==> src/rtl/fft_pkg.sv <==
// Shared constants, loader state encoding and the bit-reversal helper for the FFT input stage.
package fft_pkg;

    localparam int FFT_N      = 16;
    localparam int FFT_SIZE   = 4;
    localparam int FFT_DATA_W = 29;

    typedef enum logic [1:0] {
        IDLE      = 2'd0,
        LOAD      = 2'd1,
        COMMIT    = 2'd2,
        WAIT_BANK = 2'd3
    } loader_state_t;

    function automatic logic [FFT_SIZE-1:0] bitrev(input logic [FFT_SIZE-1:0] a);
        logic [FFT_SIZE-1:0] r;
        for (int i = 0; i < FFT_SIZE; i++) begin
            r[i] = a[FFT_SIZE-1-i];
        end
        return r;
    endfunction

endpackage

==> src/rtl/fft_bitrev.sv <==
// Combinational address reversal; EN=0 passes the address through so DIF builds keep natural order.
module fft_bitrev #(
    parameter int SIZE = 4,
    parameter bit EN   = 1'b1
) (
    input  logic [SIZE-1:0] addr_in,
    output logic [SIZE-1:0] addr_out
);

    logic [SIZE-1:0] addr_rev;

    for (genvar i = 0; i < SIZE; i++) begin : g_rev
        assign addr_rev[i] = addr_in[SIZE-1-i];
    end

    assign addr_out = EN ? addr_rev : addr_in;

endmodule

==> src/rtl/fft_input_loader.sv <==
// Ping-pong frame loader for the stage-1 sample RAM.
// Define FFT_LOADER_BITREV_EN for bit-reversed write addresses (DIT); natural order otherwise.
//
//   state     | meaning
//   IDLE      | one cycle after reset, not ready
//   LOAD      | accepting samples into cur_bank
//   COMMIT    | mark cur_bank full, flip banks, pulse frame_rdy
//   WAIT_BANK | next bank still held downstream, stalled
module fft_input_loader
    import fft_pkg::*;
#(
    parameter int DATA_W = FFT_DATA_W,
    parameter int N      = FFT_N,
    parameter int SIZE   = FFT_SIZE
) (
    input  logic              clk,
    input  logic              rst_n,
    input  logic              in_valid,
    input  logic [DATA_W-1:0] in_re,
    input  logic [DATA_W-1:0] in_im,
    input  logic              in_last,
    output logic              in_ready,
    output logic              wr_en,
    output logic              wr_bank,
    output logic [SIZE-1:0]   wr_addr,
    output logic [DATA_W-1:0] wr_re,
    output logic [DATA_W-1:0] wr_im,
    output logic              frame_rdy,
    output logic              frame_bank,
    input  logic              rd_done,
    input  logic              rd_bank,
    output logic              frame_err
);

`ifdef FFT_LOADER_BITREV_EN
    localparam bit REV_EN = 1'b1;
`else
    localparam bit REV_EN = 1'b0;
`endif

    loader_state_t   state, state_nxt;
    logic [SIZE-1:0] cnt;
    logic [SIZE-1:0] addr;
    logic            cur_bank;
    logic [1:0]      full, full_nxt;
    logic            accept;
    logic            cnt_last;
    logic            commit;

    assign accept   = in_valid && in_ready;
    assign cnt_last = (cnt == SIZE'(N - 1));

    fft_bitrev #(.SIZE(SIZE), .EN(REV_EN)) u_bitrev (
        .addr_in  (cnt),
        .addr_out (addr)
    );

    // Release first, then commit, so a same-bank collision leaves the bank full.
    always_comb begin
        full_nxt = full;
        if (rd_done) full_nxt[rd_bank] = 1'b0;
        if (commit)  full_nxt[cur_bank] = 1'b1;
    end

    always_ff @(posedge clk or negedge rst_n) begin
        if (!rst_n) state <= IDLE;
        else        state <= state_nxt;
    end

    always_comb begin
        state_nxt = state;
        case (state)
            IDLE:      state_nxt = LOAD;
            LOAD:      if (accept && cnt_last) state_nxt = COMMIT;
            COMMIT:    state_nxt = full_nxt[~cur_bank] ? WAIT_BANK : LOAD;
            WAIT_BANK: if (!full_nxt[cur_bank]) state_nxt = LOAD;
            default:   state_nxt = IDLE;
        endcase
    end

    always_comb begin
        in_ready = 1'b0;
        commit   = 1'b0;
        case (state)
            LOAD:    in_ready = 1'b1;
            COMMIT:  commit   = 1'b1;
            default: ;
        endcase
    end

    always_ff @(posedge clk or negedge rst_n) begin
        if (!rst_n) begin
            cnt        <= '0;
            cur_bank   <= 1'b0;
            full       <= 2'b00;
            wr_en      <= 1'b0;
            wr_bank    <= 1'b0;
            wr_addr    <= '0;
            wr_re      <= '0;
            wr_im      <= '0;
            frame_rdy  <= 1'b0;
            frame_bank <= 1'b0;
            frame_err  <= 1'b0;
        end else begin
            full      <= full_nxt;
            wr_en     <= accept;
            frame_rdy <= commit;
            frame_err <= accept && (in_last != cnt_last);
            if (accept) begin
                wr_addr <= addr;
                wr_bank <= cur_bank;
                wr_re   <= in_re;
                wr_im   <= in_im;
                // Early in_last abandons the partial frame and restarts the same bank.
                cnt     <= (in_last && !cnt_last) ? '0 : cnt + 1'b1;
            end
            if (commit) begin
                cur_bank   <= ~cur_bank;
                frame_bank <= cur_bank;
            end
        end
    end

endmodule

==> config.mk <==
export PLATFORM = sky130hd
export DESIGN_NAME = fft_input_loader
export DESIGN_NICKNAME = d
export VERILOG_FILES = /design/src/rtl/fft_pkg.sv /design/src/rtl/fft_bitrev.sv /design/src/rtl/fft_input_loader.sv
export SDC_FILE = /design/constraint.sdc
export NUM_CORES = 1
export LEC_CHECK = 0
export CAP_MARGIN = 20
export CORE_MARGIN = 3
export CORE_UTILIZATION = 38
export DETAILED_ROUTE_END_ITERATION = 7
export PLACE_DENSITY = 0.87
export SYNTH_ARGS = -nofsm -noshare
export SYNTH_HDL_FRONTEND = slang
export SYNTH_SLANG_ARGS = --single-unit
==> constraint.sdc <==
create_clock -name clk -period 1.6 [get_ports clk]
set_clock_uncertainty 0.15 [all_clocks]
set_input_delay 0.32 -clock clk [delete_from_list [all_inputs] [get_ports clk]]
set_output_delay 0.32 -clock clk [all_outputs]
set_load 0.01 [all_outputs]
Word-level counts from Yosys, hierarchy flattened
Index checks and enable logic that the tools add are counted.

Logic and storage cells: 55. Output and inout port bits: 68. Input bits: 64. Register bits: 76.

Order comparisons: 5. Eq/ne operators: 7. Bitwise gates (word level): 4. Muxes and demuxes: 17. Add/sub/neg operators: 1. Reduce and logical (&&, ||, !) cells: 9.

Operators with widths (count): $mux 2 (5); $mux 1 (8); $pmux 2 s4 (1); $logic_and 1x1->1 (6); $lt 1x2->1 const B (3); $add 4x1->4 const B (1); $eq 2x2->1 const B (2); $eq 4x4->1 const B (1); $mux 4 (1); $ne 2x2->1 const B (2); $and 2x2->2 (1); $demux 1 s1 (2); $eq 2x1->1 const B (1); $ge 1x1->1 const B (2); $logic_not 2->1 (1); $not 2->2 (1); $or 2x2->2 (1); $reduce_and 2->1 (1); $logic_not 1->1 (1); $ne 1x1->1 (1); $not 1->1 (1).

Logic depth before layout (Yosys ltp)
Gate-level depths: netlist of run 1.

Word-level depth: 13. Mapped depth: 7. Mapped depth without buffers: 6.

Hierarchy
A second synthesis of run 1 with hierarchy kept.

Cell total of the unflattened synthesis: 196. Area, all modules: 3012.9 µm².

By module, submodules not included: fft_input_loader (cells an instance 192, instances 1, seq. area each 1901.8 µm², area an instance 2982.9 µm²); fft_bitrev (cells an instance 4, instances 1, seq. area each 0.0 µm², area an instance 30.0 µm²).

Worst setup path after synthesis of run 1
OpenSTA, ideal clock, no wires.

Kind: register -> register. From: register state[1]. To: register wr_im[12]. Buffers on the path: 2. Cell stages (with the launch flop): 8. Data arrival time: 1526 ps. Setup slack: -203 ps. Required time: 1323 ps. Library setup time: 127 ps. Clock period less this slack: 1803 ps. Cells stage by stage: dfrtp_1 inv_1 ha_1 nand2_1 inv_2 buf_4 buf_6 mux2_1.

Word-level cells in the longest chain between the ends: 3.

RTL lines: start, declared (line fft_input_loader.sv:41) `loader_state_t state, state_nxt;`; start signal, assigned (line fft_input_loader.sv:67) `else state <= state_nxt;`; $eq 2x1->1 (line fft_input_loader.sv:84) `case (state)`; $mux 1 (line fft_input_loader.sv:84); net in_ready (line fft_input_loader.sv:22) `output logic in_ready,`; $logic_and 1x1->1 (line fft_input_loader.sv:50) `assign accept = in_valid && in_ready;`; net accept (line fft_input_loader.sv:46) `logic accept;`; end signal, assigned (line fft_input_loader.sv:113) `wr_im <= in_im;`; end, declared (line fft_input_loader.sv:27) `output logic [DATA_W-1:0] wr_im,`.

The timed path passes the listed nets, and every way through them passes these cells. A chain may end at the register's enable or synchronous reset.

Worst setup path after layout of run 1
From: register state[1]. To: register state[1].

Word-level cells in the longest chain between the ends: 7. Elaborated cells between the ends (all ways): 18. Classes of those cells: eq/ne: 5; mux: 9; reduce/logical: 4.

RTL lines: $eq 2x2->1 (*) (line fft_input_loader.sv:84); $mux 1 (*) (line fft_input_loader.sv:84); net commit (line fft_input_loader.sv:48) `logic commit;`; $mux 2 (*) (line fft_input_loader.sv:62) `if (commit) full_nxt[cur_bank] = 1'b1;`; $mux 1, on equally long branches (2 in series) (line fft_input_loader.sv:75, fft_input_loader.sv:76); $mux 2 / $ne 2x2->1 (equally long branches); $pmux 2 s4 / $reduce_and 2->1 (equally long branches).

The timed path passes the listed nets; every way through them passes the cells marked *. The select of a mux whose other input is x is not followed.

==> results of run 1 <==
cell usage in the layout, fill, tap and decap left out, types with 2 or more instances in the layout:
cell type and count:
buf_12 4, buf_4 11, buf_6 9, bufinv_16 2, clkbuf_16 4, clkbuf_8 10
clkdlybuf4s50_1 62, dfrtp_1 75, dlygate4sd2_1 67, ha_4 3, inv_1 2, inv_2 2
mux2_1 3, mux2_2 55, mux2_4 8, nand2_1 5, nand2b_1 3, nand4_1 2
nor2_1 2, o21ai_0 6, xor2_1 2
flip-flops by register name, indices dropped and copies added, names as in the netlist:
signal      flops
wr_im          29
wr_re          29
cnt             4
wr_addr         4
full            2
state           2
cur_bank        1
frame_bank      1
frame_err       1
frame_rdy       1
wr_bank         1
wr_en           1
cell usage after synthesis (all sizes together):
cell    number
o211ai       1
xor2         2
o311ai       1
nand4        2
mux2        66
nand2        7
a22o         1
o21ai        7
nor2         3
nand3        1
buf          8
dfrtp       76
a22oi        1
inv          5
a21bo        1
or3          1
nand2b       3
a21oi        1
ha           5
a31oi        1
cell families after synthesis:
group                    Yosys count  synth area share
flip-flops                        76             0.638
multiplexers                      66             0.251
AND/OR/NAND/NOR                   17            0.0277
AO/OA/AOI/OAI                     14            0.0315
buffers and inverters             13            0.0248
adder cells (fa/ha/maj)            5            0.0210
XOR/XNOR                           2           0.00588
layout make-up:
type / count / area (µm²)
clock buffers: 11 / 141
clock inverters: 4 / 73.8
fillers: 534 / 2480
inverters: 5 / 31.3
multi-input cells: 104 / 1100
flip-flops and latches: 76 / 1900
well taps: 99 / 124
repair buffers: 158 / 1580
repair inverters: 1 / 11.3
stage by stage:
| step | util | cells |
|---|---|---|
| detailed placement | 0.607 | 427 |
| floorplan | - | 193 |
| global route | 0.667 | 458 |
| global placement | 0.607 | 427 |
| CTS | 0.638 | 449 |
| finish | 0.667 | 458 |
routing by layer:
layer  routed length, µm  GRT usage
met2                3630      0.258
met4                  86     0.0541
met3                 493     0.0359
met1                2970      0.192
met5                   0          0
power breakdown:
group / internal [mW] / switching (mW) / total [mW]
sequential: 2.85 / 0.465 / 3.31
clock: 0.913 / 0.656 / 1.57
combinational: 2.52 / 1.74 / 4.26
total: 6.28 / 2.86 / 9.14
worst max-delay path by stage:
stage / to / slack, ps / depth (start not counted)
2_1_floorplan: wr_im[12]$_DFFE_PN0P_ / 2 / 7
3_3_place_gp: wr_re[26]$_DFFE_PN0P_ / -230 / 5
3_5_place_dp: wr_im[6]$_DFFE_PN0P_ / -240 / 5
4_1_cts: state[1]$_DFFE_PN0P_ / -20 / 7
5_1_grt: state[1]$_DFFE_PN0P_ / -120 / 6
6_report: state[1]$_DFFE_PN0P_ / -70 / 6
repair_timing:
action | in CTS | in global routing
buffers inserted | 6 | 2
hold buffers | 1 | 0
endpoints found under the setup margin | 84 | 59
endpoints found under the hold margin | 76 | 0
gates resized for setup | 83 | 18
pin swaps | 2 | 3
gates cloned | 0 | 7
==> flow_summary_export.csv, run 1 <==
group,metric,value,unit
timing,finalCriticalPeriod,1670,ps
clock_network,cts-root-buf,"clkbuf_8",
placement,io_buffers,131,
layout,drive_above_1_share,0.334,
floorplanning,die-area,0.00894,mm²
floorplanning,initial_core_util,0.400,
setup_path,cp-start-kind,"flop",
layout,final_nets,424,
timing,hold_slack,334,ps
placement,place_ws,-236,ps
power,p_leak,2.27,nW
drt,drc,0,
clock_network,clk_pin_slew,80,ps
floorplanning,fp-row-count,31,
placement,dpl.hpwl,4.78,mm
min_path,hp-start,"wr_im[13]$_DFFE_PN0P_",
layout,syn_to_final_growth,66.8,%
drt,num_vias,2159,
timing,worst_pin_slew,385,ps
setup_path,r2r_slack,-70,ps
global_routing,grt_pass1_vias,2170,
layout,fin_area,0.00497,mm²
logic_synthesis,yosysTopAreaCell,"dfrtp_1",
setup_path,r2r-end,"state[1]$_DFFE_PN0P_",
timing,max_freq,600,MHz
global_routing,grt_usage,0.153,
drt,antenna_left,0,
logic_synthesis,syn_nets,262,
logic_synthesis,syn-cell-area,0.00298,mm²
global_routing,antenna_found_initial,0,
power,finalPower,9.14,mW
power,peakVddDrop,0.000879,V
setup_path,crit_required,1670,ps
clock_network,numCtsBuffers,9,
logic_synthesis,ys_seq_elements,76,
drt,viasPerCell,4.71,
timing,slew_headroom,0.743,
logic_synthesis,ys_seq_area_frac,0.638,
floorplanning,io_pins,132,
clock_network,cts_tree,"done",
setup_path,worstPathArrival,1740,ps
logic_synthesis,synth_top_area_frac,0.638,
floorplanning,core,0.00745,mm²
timing,rsz0062_at_grt,"yes",
outcome,violations,"negative setup slack",
clock_network,cts_num_sinks,76,
setup_path,cp_common_cell,"buf_6",
clock_network,clk_latency,330,ps
logic_synthesis,ys_warn_count,0,
min_path,worstHoldEndpoint,"wr_im[13]$_DFFE_PN0P_",
setup_path,cp-startpoint,"state[1]$_DFFE_PN0P_",
logic_synthesis,syn_inst,193,
setup_path,slowest_stage,"dfrtp_1",
drt,firstDrtPassIters,4,
outcome,status,"finished with violations",
timing,finalHoldViolCount,0,
layout,diodes,0,
timing,fin_crit_sh,1.04,
clock_network,cts.path.max_buffers,2,
setup_path,slowest_delay,410,ps
min_path,hold_depth,1,
timing,maxSlewViolCount,0,
min_path,hp-class,"flop to flop",
drt,drt_iter0_markers,36,
setup_path,cp-end-kind,"flop",
drt,wl,7.18,mm
logic_synthesis,avgSynthCellArea,15.4,µm²
setup_path,r2r_start,"state[1]$_DFFE_PN0P_",
setup_path,reg2reg_depth,6,
timing,setup_tns,-83.9,ps
timing,worst_slack,-66.9,ps
job,maxCapViolCount,0,
global_routing,grt_start_max_net_pins,77,
global_routing,grt_first_pass_wirelength,10.5,mm
setup_path,critPathKind,"flop to flop",
drt,wl_per_cell,15.7,µm
logic_synthesis,synth.distinct_cells,26,
floorplanning,die_y,94.5,µm
placement,place.gp.congestion,0.757,
global_routing,grt_overflow,0,
setup_path,cp_max_fo,3,
setup_path,cp_cell_sequence,"buf_6, ha_4, buf_6, a22oi_2, nand2_2, mux2_4",
timing,setup_viol,2,
power,power_density,1840,mW/mm²
floorplanning,die_x,94.5,µm
logic_synthesis,netlist_top_cells_area,"dfrtp_1 64%, mux2_2 21%, mux2_1 3.8%",
clock_network,h-tree-depth,3,
setup_path,cp_top_family,"flip-flops",
placement,dpl_cell_area,0.00452,mm²
setup_path,crit_buf_inv,2,
Power figures use the tool's default switching activity.
==> run 2: changes to the inputs <==
- PLACE_DENSITY: 0.87 -> 0.86
- SYNTH_HIERARCHICAL: default -> 1
==> run 2 against run 1 <==
Against the previous run: the run still ends with negative setup slack left; utilization up 0.87 points; worst setup slack better by 43 ps; sequential share of layout area down 0.69 points; sequential power about the same; clock-buffer cell count unchanged; power up 1.9%; final cell count down 0.22%.
==> flow_summary_export.csv, run 2 <==
group,metric,value,unit
power,power_density,1840,mW/mm²
clock_network,h-tree-depth,3,
placement,post-place-cells,429,
timing,fin_crit_sh,1.02,
logic_synthesis,syn_inst,196,
power,peakVddDrop,0.00105,V
drt,num_vias,2159,
layout,final_cell_mix,"75 x dfrtp_1, 67 x dlygate4sd2_1, 62 x clkdlybuf4s50_1, 39 x mux2_4, 24 x mux2_1",
drt,drc,0,
global_routing,grt_start_max_net_pins,77,
placement,place_ws,-261,ps
timing,finalCriticalPeriod,1620,ps
logic_synthesis,netlist_top_cells_area,"dfrtp_1 63%, mux2_1 22%, buf_4 2.5%",
min_path,hp-class,"flop to flop",
logic_synthesis,synth_common_cells,"76 x dfrtp_1, 60 x mux2_1, 10 x buf_4, 7 x o21ai_0",
logic_synthesis,synth_top_area_frac,0.631,
logic_synthesis,yosysTopAreaCell,"dfrtp_1",
placement,dpl.hpwl,5.18,mm
logic_synthesis,synth_edf_count,0,
setup_path,crit_required,1660,ps
placement,io_buffers,131,
drt,antenna_left,0,
clock_network,numCtsBuffers,9,
timing,worst_slack,-24.1,ps
floorplanning,die-area,0.00903,mm²
clock_network,cts_tree,"done",
drt,wl_per_cell,16.8,µm
layout,stdcell_count,457,
setup_path,cp-end-kind,"flop",
layout,fin_area,0.00506,mm²
floorplanning,die_x,95.0,µm
logic_synthesis,ys_warn_count,6,
outcome,status,"finished with violations",
power,p_leak,2.35,nW
placement,dpl_cell_area,0.00452,mm²
layout,syn_to_final_growth,67.9,%
layout,top_regs,"wr_im (29), wr_re (29)",
logic_synthesis,ys_seq_elements,76,
layout,mostFrequentLayoutCell,"dfrtp_1",
layout,diodes,0,
floorplanning,fp-row-count,31,
global_routing,grt_overflow,0,
clock_network,cts_num_sinks,76,
logic_synthesis,syn_nets,265,
timing,max_freq,616,MHz
logic_synthesis,synth.distinct_cells,25,
global_routing,antenna_found_initial,0,
layout,drive_above_1_share,0.277,
floorplanning,core,0.00749,mm²
logic_synthesis,avgSynthCellArea,15.4,µm²
drt,wl,7.66,mm
floorplanning,die_y,95.0,µm
clock_network,clk_latency,330,ps
global_routing,grt_usage,0.159,
timing,setup_viol,16,
timing,setup_tns,-189,ps
timing,rsz0062_at_grt,"yes",
layout,final_nets,422,
floorplanning,initial_core_util,0.402,
logic_synthesis,synthFlopType,"dfrtp_1",
placement,place.gp.congestion,0.785,
logic_synthesis,ys_seq_area_frac,0.631,
logic_synthesis,yosysMostFrequentCell,"dfrtp_1",
drt,drt_iter0_markers,33,
global_routing,grt_pass1_vias,2306,
setup_path,cp_max_fo,6,
floorplanning,io_pins,132,
setup_path,cp-start-kind,"flop",
timing,worst_pin_slew,414,ps
clock_network,cts.path.max_buffers,2,
logic_synthesis,syn-cell-area,0.00301,mm²
drt,firstDrtPassIters,4,
setup_path,critPathKind,"flop to flop",
outcome,violations,"negative setup slack",
clock_network,clk_pin_slew,70,ps
timing,finalHoldViolCount,0,
clock_network,cts-root-buf,"clkbuf_8",
setup_path,worstPathArrival,1690,ps
global_routing,grt_first_pass_wirelength,11.0,mm
job,maxCapViolCount,0,
logic_synthesis,async_flop_share,1.00,
timing,maxSlewViolCount,0,
drt,viasPerCell,4.72,
timing,slew_headroom,0.724,
-- run 2: cell count changes after synthesis --
cell,delta
mux2_2,-50
nand2_1,-1
nand2_2,+1
buf_4,+9
buf_6,-1
mux2_1,+50
buf_2,-5
-- run 2: critical path, stage by stage, from the launching register on --
cell and delay, ps:
dfrtp_2 450, ha_4 190, nand2_4 90, inv_8 60, buf_12 130, clkbuf_16 160, mux2_4 290
-- run 2: cell type report --
| cell class | instances | area, µm² |
|---|---|---|
| Clock buffer | 11 | 141 |
| Clock inverter | 5 | 61.3 |
| Fill cell | 567 | 2430 |
| Inverter | 5 | 26.3 |
| Multi-Input combinational cell | 104 | 1210 |
| Sequential cell | 76 | 1900 |
| Tap cell | 99 | 124 |
| Timing Repair Buffer | 157 | 1590 |
-- run 2: report_power, final --
group,switching (mW),total (mW),internal (mW)
combinational,1.80,4.52,2.73
clock,0.685,1.45,0.766
sequential,0.493,3.34,2.85
-- run 2: timing repair --
action	in CTS	in global routing
hold buffers	1	0
gates resized for setup	88	45
pin swaps	4	1
cloned	2	3
endpoints found under the hold margin	76	0
setup buffers	6	1
setup endpoints to repair	130	68
-- run 2: metal layers --
| layer | vias to the layer above | global-route usage | wire length [µm] |
|---|---|---|---|
| met5 | - | 0 | 0 |
| met3 | 13 | 0.0339 | 414 |
| met2 | 78 | 0.288 | 4000 |
| met1 | 1065 | 0.178 | 3100 |
| met4 | 0 | 0.0721 | 139 |
| li1 | 1003 | - | - |
-- run 2: kinds of logic after synthesis --
group	share of synthesized area
flops	0.631
buf+inv	0.0349
compound gates	0.0311
simple gates	0.0282
fa+ha+maj	0.0208
xor+xnor	0.00582
mux	0.248
-- run 2: path summary, 6_finish.rpt --
kind / from / end / slack [ps] / cells after the start
min in group asynchronous: rst_n / wr_im[10]$_DFFE_PN0P_ / 380 / 3
hold / removal: wr_im[8]$_DFFE_PN0P_ / wr_im[8]$_DFFE_PN0P_ / 330 / 1
setup reg to reg: state[0]$_DFFE_PN0P_ / wr_addr[2]$_DFFE_PN0P_ / -20 / 6
hold reg to reg: wr_im[8]$_DFFE_PN0P_ / wr_im[8]$_DFFE_PN0P_ / 330 / 1
setup / recovery: state[0]$_DFFE_PN0P_ / wr_addr[2]$_DFFE_PN0P_ / -20 / 6
max in group asynchronous: rst_n / state[0]$_DFFE_PN0P_ / 540 / 3
-- run 2: through the flow --
stage,hold WS (ps),power (mW),util
floorplan,-126,5.10,-
global placement,218,7.31,0.603
detailed placement,223,7.48,0.603
CTS,336,8.80,0.648
global route,341,9.90,0.676
finish,332,9.31,0.676
==> run 3: changes to the inputs <==
- GPL_TIMING_DRIVEN: default -> 0
- SKIP_CTS_REPAIR_TIMING: default -> 1
==> run 3 against run 2 <==
Against the previous run: the flow still finishes with violations (negative setup slack); critical path depth unchanged; register-to-register slack worse by 60 ps; cell area up 9.1%; utilization up 6.1 points; sequential cell count is the same; fmax fell by 3.4%; global-route usage fell by 0.64 points; critical path type unchanged; largest power group unchanged.
==> flow_summary_export.csv, run 3 (synthesis gave the netlist of run 2 again) <==
group,metric,value,unit
timing,fin_crit_sh,1.05,
timing,max_freq,595,MHz
global_routing,antenna_found_initial,0,
timing,finalHoldViolCount,0,
global_routing,grt_first_pass_wirelength,10.6,mm
job,maxCapViolCount,0,
layout,final_cell_mix,"72 x dfrtp_1, 69 x dlymetal6s2s_1, 64 x mux2_4, 61 x clkdlybuf4s50_1, 10 x clkbuf_8",
power,internal_power,7.09,mW
timing,worst_pin_slew,341,ps
drt,wl,8.81,mm
global_routing,grt_overflow,0,
layout,syn_to_final_growth,83.1,%
setup_path,cp-end-kind,"flop",
setup_path,r2r_slack,-80,ps
timing,maxSlewViolCount,0,
power,p_leak,3.06,nW
clock_network,clk_pin_slew,90,ps
power,power_density,1870,mW/mm²
floorplanning,initial_core_util,0.402,
power,swShare,0.314,
timing,slew_headroom,0.773,
setup_path,cp_max_fo,7,
placement,dpl.hpwl,5.20,mm
setup_path,cp_cell_sequence,"inv_2, ha_4, nand2_8, inv_16, clkbuf_16, mux2_4",
layout,final_nets,423,
drt,drt_iter0_markers,47,
layout,multi_input_area,0.00134,mm²
clock_network,clk_latency,330,ps
floorplanning,die_x,95.0,µm
setup_path,cp-startpoint,"state[1]$_DFFE_PN0P_",
global_routing,grt_pass1_vias,2260,
floorplanning,die_y,95.0,µm
setup_path,critPathKind,"flop to flop",
clock_network,cts.path.max_buffers,2,
placement,place_ws,-439,ps
timing,rsz0062_at_grt,"yes",
drt,firstDrtPassIters,4,
setup_path,slowest_delay,460,ps
floorplanning,core,0.00749,mm²
outcome,violations,"negative setup slack",
power,pwr-share-clk,0.144,
setup_path,slowest_stage,"dfrtp_2",
setup_path,r2r-end,"wr_im[4]$_DFFE_PN0P_",
floorplanning,io_pins,132,
setup_path,cp-start-kind,"flop",
placement,place.gp.congestion,0.755,
outcome,status,"finished with violations",
floorplanning,fp-row-count,31,
clock_network,cts_tree,"done",
drt,antenna_left,0,
floorplanning,die-area,0.00903,mm²
timing,finalCriticalPeriod,1680,ps
power,p_sw,3.24,mW
clock_network,cts-root-buf,"clkbuf_8",
power,peakVddDrop,0.00103,V
timing,worst_slack,-81.5,ps
layout,top_regs,"wr_im (29), wr_re (29)",
layout,diodes,0,
clock_network,numCtsBuffers,9,
layout,register_area,0.00191,mm²
drt,num_vias,2214,
placement,io_buffers,131,
timing,setup_tns,-2760,ps
clock_network,cts_num_sinks,76,
drt,wl_per_cell,19.2,µm
clock_network,h-tree-depth,3,
drt,drc,0,
power,p_comb_frac,0.526,
power,pwr-share-seq,0.330,
layout,drive_above_1_share,0.354,
global_routing,grt_usage,0.153,
global_routing,grt_start_max_net_pins,69,
setup_path,r2r_start,"state[1]$_DFFE_PN0P_",
layout,mostFrequentLayoutCell,"dfrtp_1",
min_path,hp-class,"input port to async pin",
layout,fillerInstances,452,
setup_path,worstPathArrival,1750,ps
setup_path,reg2reg_depth,6,
setup_path,crit_required,1670,ps
timing,setup_viol,63,
drt,viasPerCell,4.83,
==> run 3: worst max-delay path by stage <==
stage,to,cells past startpoint
2_1_floorplan,wr_addr[0]$_DFFE_PN0P_,6
3_3_place_gp,full[0]$_DFF_PN0_,1
3_5_place_dp,wr_re[23]$_DFFE_PN0P_,5
4_1_cts,in_ready,3
5_1_grt,wr_im[4]$_DFFE_PN0P_,6
6_report,wr_im[4]$_DFFE_PN0P_,6
==> run 3: critical path, delay by kind of cell (launching register included) <==
kind | cells | cell delay, ps
buffers and inverters | 3 | 360
and+or+nand+nor | 1 | 130
DFF | 1 | 460
adders and majority gates | 1 | 170
muxes | 1 | 310
==> run 3: through the flow <==
step | area (µm²) | total power [mW] | util | instances | hold slack, ps
2_1_floorplan | 3030 | 5.10 | - | 196 | -126
3_3_place_gp | 4460 | 7.23 | 0.596 | 426 | 316
4_1_cts | 4690 | 8.90 | 0.626 | 443 | -352
6_report | 5520 | 10.3 | 0.737 | 458 | 224
5_1_grt | 5520 | 10.9 | 0.737 | 458 | 227
3_5_place_dp | 4490 | 7.41 | 0.600 | 427 | 15.9
==> run 3: final cells by class <==
type                            count  area share
Clock buffer                       11      0.0256
Sequential cell                    76       0.346
Tap cell                           99      0.0224
Multi-Input combinational cell    104       0.242
Timing Repair inverter              2     0.00499
Timing Repair Buffer              145       0.313
Buffer                             11      0.0293
Inverter                            5     0.00635
Clock inverter                      5      0.0107
==> run 3: power groups by stage <==
stage	Combinational [mW]	Clock, mW	Sequential, mW
after floorplan	1.38	0	3.72
after global placement	3.94	0	3.29
after detailed placement	4.05	0	3.37
after CTS	4.06	1.51	3.33
after global routing	5.74	1.60	3.54
final	5.44	1.49	3.41
==> run 3: metal layers <==
metal	global-route usage	part of all wire
met3	0.0355	0.047
met2	0.271	0.53
met4	0.0541	0.011
met5	0	0
met1	0.180	0.41
